===== src/rtl/booth_pkg.sv =====
// Shared definitions for the sequential radix-2 Booth multiplier.
package booth_pkg;

   typedef enum logic [1:0] {
      ST_IDLE = 2'b00,
      ST_CALC = 2'b01,
      ST_DONE = 2'b10
   } state_t;

   // Booth recoding of {Q[0], q_1}; 00 and 11 leave the accumulator alone
   localparam logic [1:0] BP_ADD = 2'b01;
   localparam logic [1:0] BP_SUB = 2'b10;

   function automatic int booth_cnt_width(input int w);
      return $clog2(w + 2);
   endfunction

endpackage


===== src/rtl/booth_step.sv =====
// One Booth iteration: conditional add/subtract of M, then arithmetic right shift of {acc,Q,q_1}.
module booth_step
   import booth_pkg::*;
#(
   parameter int W = 8
) (
   input  logic [W:0] acc,
   input  logic [W:0] m,
   input  logic [W:0] q,
   input  logic       q_1,
   output logic [W:0] acc_nxt,
   output logic [W:0] q_nxt,
   output logic       q_1_nxt
);

   logic [W:0] sum;

   always_comb begin
      sum = acc;
      case ({q[0], q_1})
         BP_ADD:  sum = acc + m;
         BP_SUB:  sum = acc - m;
         default: sum = acc;
      endcase
   end

   assign {acc_nxt, q_nxt, q_1_nxt} = {sum[W], sum, q};

endmodule


===== src/rtl/booth_multiply_seq.sv =====
// Sequential radix-2 Booth multiplier, W+1 iterations, valid/ready on both sides.
module booth_multiply_seq
   import booth_pkg::*;
#(
   parameter int DATA_WIDTH = 8,
   parameter int CNT_WIDTH  = booth_cnt_width(DATA_WIDTH)
) (
   input  logic                      clk_i,
   input  logic                      reset_i,
   input  logic                      in_valid_i,
   output logic                      in_ready_o,
   input  logic                      signed_i,
   input  logic [DATA_WIDTH-1:0]     multiplicand_i,
   input  logic [DATA_WIDTH-1:0]     multiplier_i,
   output logic                      out_valid_o,
   input  logic                      out_ready_i,
   output logic [2*DATA_WIDTH-1:0]   product_o,
   output logic                      busy_o
);

   localparam int W = DATA_WIDTH;

   state_t         state;
   logic [W:0]     acc, m, q;
   logic           q_1;
   logic [CNT_WIDTH-1:0] cnt;

   logic [W:0]     acc_nxt, q_nxt;
   logic           q_1_nxt;
   logic [2*W+1:0] full_nxt;
   logic [1:0]     unused_hi;
   logic           accept;

   booth_step #(.W(W)) u_step (
      .acc     (acc),
      .m       (m),
      .q       (q),
      .q_1     (q_1),
      .acc_nxt (acc_nxt),
      .q_nxt   (q_nxt),
      .q_1_nxt (q_1_nxt)
   );

   // The top two bits only carry the W+1-bit sign extension.
   assign full_nxt  = {acc_nxt, q_nxt};
   assign unused_hi = full_nxt[2*W+1:2*W];

   assign in_ready_o = (state == ST_IDLE) || ((state == ST_DONE) && out_ready_i);
   assign accept     = in_valid_i && in_ready_o;

   always_ff @(posedge clk_i or posedge reset_i) begin
      if (reset_i) begin
         state       <= ST_IDLE;
         acc         <= '0;
         m           <= '0;
         q           <= '0;
         q_1         <= 1'b0;
         cnt         <= '0;
         product_o   <= '0;
         out_valid_o <= 1'b0;
         busy_o      <= 1'b0;
      end else if (accept) begin
         // Covers both IDLE accept and the back-to-back DONE retire+accept.
         m           <= {signed_i & multiplicand_i[W-1], multiplicand_i};
         q           <= {signed_i & multiplier_i[W-1], multiplier_i};
         acc         <= '0;
         q_1         <= 1'b0;
         cnt         <= CNT_WIDTH'(W + 1);
         state       <= ST_CALC;
         busy_o      <= 1'b1;
         out_valid_o <= 1'b0;
      end else begin
         case (state)
            ST_CALC: begin
               acc <= acc_nxt;
               q   <= q_nxt;
               q_1 <= q_1_nxt;
               cnt <= cnt - 1'b1;
               if (cnt == CNT_WIDTH'(1)) begin
                  product_o   <= full_nxt[2*W-1:0];
                  state       <= ST_DONE;
                  busy_o      <= 1'b0;
                  out_valid_o <= 1'b1;
               end
            end
            ST_DONE: begin
               if (out_ready_i) begin
                  state       <= ST_IDLE;
                  out_valid_o <= 1'b0;
               end
            end
            ST_IDLE: ;
            default: begin
               state       <= ST_IDLE;
               busy_o      <= 1'b0;
               out_valid_o <= 1'b0;
            end
         endcase
      end
   end

endmodule


===== config.mk =====
export PLATFORM = sky130hd
export DESIGN_NAME = booth_multiply_seq
export DESIGN_NICKNAME = d
export VERILOG_FILES = /design/src/rtl/booth_pkg.sv /design/src/rtl/booth_step.sv /design/src/rtl/booth_multiply_seq.sv
export SDC_FILE = /design/constraint.sdc
export NUM_CORES = 1
export LEC_CHECK = 0
export ABC_AREA = 1
export BUFFER_PORTS_ARGS = -buffer_cell sky130_fd_sc_hd__buf_2
export CAP_MARGIN = 0
export CORE_ASPECT_RATIO = 0.9
export CORE_MARGIN = 1.5
export CORE_UTILIZATION = 33
export DETAILED_ROUTE_END_ITERATION = 12
export GPL_TIMING_DRIVEN = 0
export PLACE_DENSITY = 0.51
export SETUP_SLACK_MARGIN = 0.05
export SYNTH_ARGS = -nofsm -noshare
export SYNTH_HDL_FRONTEND = slang
export SYNTH_SLANG_ARGS = --single-unit

===== constraint.sdc =====
create_clock -name clk_i -period 3.5 [get_ports clk_i]
set_input_delay 0.35 -clock clk_i [delete_from_list [all_inputs] [get_ports clk_i]]
set_output_delay 0.35 -clock clk_i [all_outputs]
set_load 0.01 [all_outputs]

==> results of run 1 <==
final timing paths:
path	end	slack (ns)	cells after the start	start
worst max register to register	product_o[15]$_DFFE_PP0P_	1.09	14	m[0]$_DFFE_PP0P_
min in group clk_i	m[3]$_DFFE_PP0P_	0.26	3	multiplicand_i[3]
worst min register to register	product_o[12]$_DFFE_PP0P_	0.48	2	product_o[12]$_DFFE_PP0P_
worst max-delay path	product_o[15]$_DFFE_PP0P_	1.09	14	m[0]$_DFFE_PP0P_
max in group asynchronous	m[4]$_DFFE_PP0P_	2.94	3	reset_i
worst min-delay path	product_o[6]$_DFFE_PP0P_	0.04	2	reset_i
layout make-up:
class | count | area [sq um] | share of cell area, %
clock inverter | 1 | 30.0 | 0.944
timing repair buffer | 40 | 215 | 6.77
tap | 99 | 124 | 3.89
sequential | 50 | 1250 | 39.3
clock buffer | 6 | 82.6 | 2.60
multi-input combinational | 229 | 1200 | 37.7
buffer | 8 | 68.8 | 2.16
inverter | 55 | 209 | 6.57
registers in the layout (all words and copies together) (netlist names):
name       cells
state          2
cnt            4
busy_o         1
acc            8
m              9
product_o     16
q              9
q_1            1
stage by stage:
step	hold slack (ns)	instance area [sq um]	std cells	worst slack, ns
3_5_place_dp	0.387	3070	481	1.10
4_1_cts	0.0547	3180	488	1.09
6_report	0.0399	3180	488	1.09
5_1_grt	0.0687	3180	488	0.826
2_1_floorplan	0.465	2730	342	1.42
3_3_place_gp	0.457	3050	480	1.11
cell usage in the layout (no fill, tap or decap), types with 2 or more instances in the layout:
cell	count
clkbuf_8	6
inv_2	5
buf_6	3
o21ai_1	11
nand3_1	18
a21oi_1	4
o21ai_0	20
nand4_1	2
xor2_1	7
nand2_4	2
nand2_1	116
a31oi_1	2
inv_1	49
ha_1	12
nor2_1	12
buf_2	43
dfrtp_1	50
o221ai_1	8
o22ai_1	2
cells by family (layout without fill, tap and decap cells):
logic type | after synthesis | in the layout | synth area share (%)
AOI/OAI and AO/OA | 52 | 52 | 11.4
xor gates and xnor gates | 8 | 8 | 2.57
adders and majority gates | 13 | 13 | 6.24
buffers and inverters | 63 | 110 | 10.2
DFF | 50 | 50 | 45.9
and+or+nand+nor | 156 | 156 | 23.8
synthesized netlist by cell type (all sizes together) (2+ instances only):
master / n
a31oi: 2
ha: 12
inv: 55
nor2: 14
dfrtp: 50
nand2: 119
or2: 2
buf: 8
a21oi: 5
o21ai: 32
o22ai: 2
o221ai: 8
xor2: 7
nand4: 2
nand3: 18
per-layer routing:
layer / track usage, % / up-vias
met5: 0 / -
li1: - / 1180
met2: 22.4 / 33
met3: 2.42 / 7
met1: 20.4 / 962
met4: 4.29 / 0
==> results.tsv, run 1 <==
metric	value	unit
Core Area	8030	sq um
final core utilization	39.6	%
number of global-route vias before repair	2025	
Yosys reg bits	50	
gpl congestion	0.785	
met2 routed WL	2490	um
Post-Syn Area per Cell	7.98	sq um
max-slew violations	0	
post-synth top area share	45.9	%
critical path capture point type	register	
Netlist Area Pre-Place	2730	sq um
library cells used by synthesis	33	
clock root cell	clkbuf_8	
Slew headroom	68.2	%
Area Growth Syn to Fin	16.6	%
Max Cap Violations	0	
Main synth FF type	dfrtp_1	
number of fill cells	866	
dpl hpwl	4770	um
clk_lat worst skew	0.30	ns
gr usage total	14.3	%
Data arrival, critical path	2.61	ns
Via Count	2182	
fmax	415	MHz
antenna violations before repair	0	
Post-CTS Setup Inserts	0	
clk_skew	0.00735	ns
nets	423	
GR Overflow Total	0	
number of diodes	0	
Synth area leader	dfrtp_1	
endpoints failing setup	0	
measured slew at the worst slew-check pin	0.472	ns
Post-Syn Instances	342	
CTS tree	done	
input/output buffers	39	
Final TNS setup	0	ns
CP most frequent cell	nand2_1	
slowest CP cell	dfrtp_1	
critical path class	register to register	
DIE AREA	8820	sq um
WL/cell	12.3	um
initial core utilization	34.0	%
Warnings, synthesis	0	
Remaining DRCs	4	
clk sink count	50	
run status	finished with violations	
clock buffer depth	2	
Reg clk slew, reported paths	0.09	ns
Num CTS Buffers	5	
final WL	5980	um
minimum clock period	2.41	ns
RSZ-0062 raised after global routing	false	
number of core rows	31	
Hold Crit Class	input pin to async pin	
fin crit share	68.9	%
final hold vios	0	
DR top layer	met4	
remaining antenna violation count	0	
Critical Path Start Type	register	
Iter 0 DRT Violations	82	
CTS hold repair buffers	0	
TritonRoute pass-1 iters	8	
H-tree levels	2	
syn nets	376	
Horiz. Die Dim	98.9	um
crit-path cells	inv_1, ha_1, nand2_1, o31ai_1, xor2_1, ha_1, nand2_1, inv_1, a21oi_1, nand2_1, nand2_1, nand3_1, nand3_1, nand2_1	
Via-to-Cell Ratio	4.47	
global-route wire length before repair	9910	um
met3 wire length	171	um
IO Pins	40	
top cells by area in the synthesized netlist	dfrtp_1 (46%), nand2_1 (16%), inv_1 (6.9%), ha_1 (5.5%), o21ai_0 (3.7%)	
Seq/Total Area, Yosys	45.9	%
critical-path maximum fanout	5	
worst path required time	3.70	ns
WP buf/inv	2	
largest net degree at the start of global routing	32	
cts repair resizes	0	
ys async rst share	100	%
chip height	89.3	um
Top delay family on crit path	simple AND/OR/NAND/NOR gates	
met1 wire length	3260	um
failing checks	DRC	
share of cells above drive strength 1	17.7	%
max incr delay on CP	0.42	ns
count of flip-flops with a built-in enable after synthesis	0	
Power of run 1 is not shown: default switching activity piles up to over one toggle a cycle in this logic, so the estimate is an artifact.
==> run 2: changes to the inputs <==
Clock period 3.5 ns to 2.33 ns, I/O delays scaled along.
==> results.tsv, run 2 (synthesized netlist as in run 1, its figures left out) <==
metric	value	unit
Min-Delay Path Depth	3	
worst path required time	2.53	ns
max incr delay on CP	0.38	ns
Slew headroom	70.1	%
RSZ-0062 raised after global routing	true	
gpl congestion	0.785	
clock buffer depth	2	
Remaining DRCs	4	
Num CTS Buffers	5	
number of diodes	0	
clk sink count	50	
flop2flop setup slack	0.17	ns
Via-to-Cell Ratio	4.55	
failing checks	DRC	
largest net degree at the start of global routing	32	
share of cells above drive strength 1	26.3	%
most common cell after layout, fill and taps aside	nand2_1	
crit-path cells	inv_2, ha_4, clkinvlp_4, o21ai_4, xor2_1, inv_1, ha_4, nand2_2, nor2_1, nand3_1, nand3_1, nand3_2, nand3_1, nand2_1	
TritonRoute pass-1 iters	8	
Regs by FF count	product_o (16), m (9), q (9)	
CP most frequent cell	nand3_1	
nets	430	
critical path capture point type	register	
Worst Reg-to-Reg Cells	14	
remaining antenna violation count	0	
critical-path maximum fanout	6	
chip height	89.3	um
Min-Delay Startpoint	multiplicand_i[6]	
Data arrival, critical path	2.36	ns
reg-to-reg endpoint	product_o[15]$_DFFE_PP0P_	
CTS tree	done	
clock root cell	clkbuf_8	
minimum clock period	2.16	ns
Hold Crit Class	input pin to register	
WL/cell	12.6	um
measured slew at the worst slew-check pin	0.448	ns
fmax	463	MHz
Core Area	8030	sq um
run status	finished with violations	
Largest register FFs	16	
Iter 0 DRT Violations	51	
input/output buffers	39	
met1 usage in global routing	20.4	%
routing usage on met3	2.42	%
max-slew violations	0	
Reg clk slew, reported paths	0.09	ns
GR Overflow Total	0	
endpoints failing setup	0	
Via Count	2250	
gr usage total	14.4	%
Largest Register	product_o	
Max Cap Violations	0	
Horiz. Die Dim	98.9	um
number of core rows	31	
layer with the highest usage	met2	
most frequent cells in the layout	nand2_1 (107), dfrtp_1 (50), inv_1 (43), buf_2 (43)	
critical path class	register to register	
initial core utilization	34.0	%
Area Growth Syn to Fin	24.4	%
final WL	6260	um
DIE AREA	8820	sq um
final hold vios	0	
number of global-route vias before repair	2047	
Critical Path Start Type	register	
dpl hpwl	4770	um
worst hold endpoint	m[6]$_DFFE_PP0P_	
slowest CP cell	dfrtp_1	
met2 Use GR	22.8	%
fin crit share	92.8	%
global-route wire length before repair	10000	um
Crit Reg-Reg Startpoint	q_1$_DFFE_PP0P_	
H-tree levels	2	
clk_lat worst skew	0.30	ns
antenna violations before repair	0	
final hold slack	0.140	ns
clk_skew	0.00907	ns
IO Pins	40	
[run 2: critical path, delay by kind of cell, from the launching register on]
family / cells / cell delay, ns
DFF: 1 / 0.38
xor gates and xnor gates: 1 / 0.16
and+or+nand+nor: 7 / 0.59
buffers and inverters: 3 / 0.35
AOI/OAI and AO/OA: 1 / 0.12
adders and majority gates: 2 / 0.47
[run 2: area by class of cell]
type                    instances  area [sq um]
plain buffers                   8          68.8
clock buffers                   6          82.6
clock inverters                 1          30.0
fillers                       852          4630
inverters                      55           213
multi-input cells             229          1360
flip-flops and latches         50          1250
well taps                      99           124
repair buffers                 47           270
[run 2: timing repair]
action / 4_1_cts / 5_1_grt
endpoints found under the hold margin: 19 / 0
hold buffers: 1 / 0
endpoints found under the setup margin: 6 / 10
resized for setup: 6 / 33
buffers inserted: 2 / 4
pin swaps: 2 / 14
[run 2: stage by stage]
stage,instance area (sq um),util (%),instances,TNS (ns),setup WS [ns]
floorplan,2730,-,342,0,0.251
global placement,3050,38.0,480,-0.143,-0.0582
detailed placement,3070,38.2,481,-0.186,-0.0677
CTS,3230,40.2,491,0,0.0589
global route,3390,42.3,495,-0.000440,-0.000440
finish,3390,42.3,495,0,0.168
[run 2: worst max-delay path by stage]
stage / from / cells past startpoint / end / slack [ns]
2_1_floorplan: m[0]$_DFFE_PP0P_ / 14 / acc[6]$_DFFE_PP0P_ / 0.25
3_3_place_gp: m[0]$_DFFE_PP0P_ / 14 / product_o[15]$_DFFE_PP0P_ / -0.06
3_5_place_dp: m[0]$_DFFE_PP0P_ / 14 / product_o[15]$_DFFE_PP0P_ / -0.07
4_1_cts: m[1]$_DFFE_PP0P_ / 14 / product_o[15]$_DFFE_PP0P_ / 0.06
5_1_grt: m[2]$_DFFE_PP0P_ / 13 / acc[6]$_DFFE_PP0P_ / -0.0004
6_report: q_1$_DFFE_PP0P_ / 14 / product_o[15]$_DFFE_PP0P_ / 0.17
[run 2: metal layers]
metal	vias to the layer above	wire (um)
li1	1189	-
met1	1021	3340
met2	33	2670
met3	7	177
met4	0	68
met5	-	0
Power of run 2 is left out for the same reason.
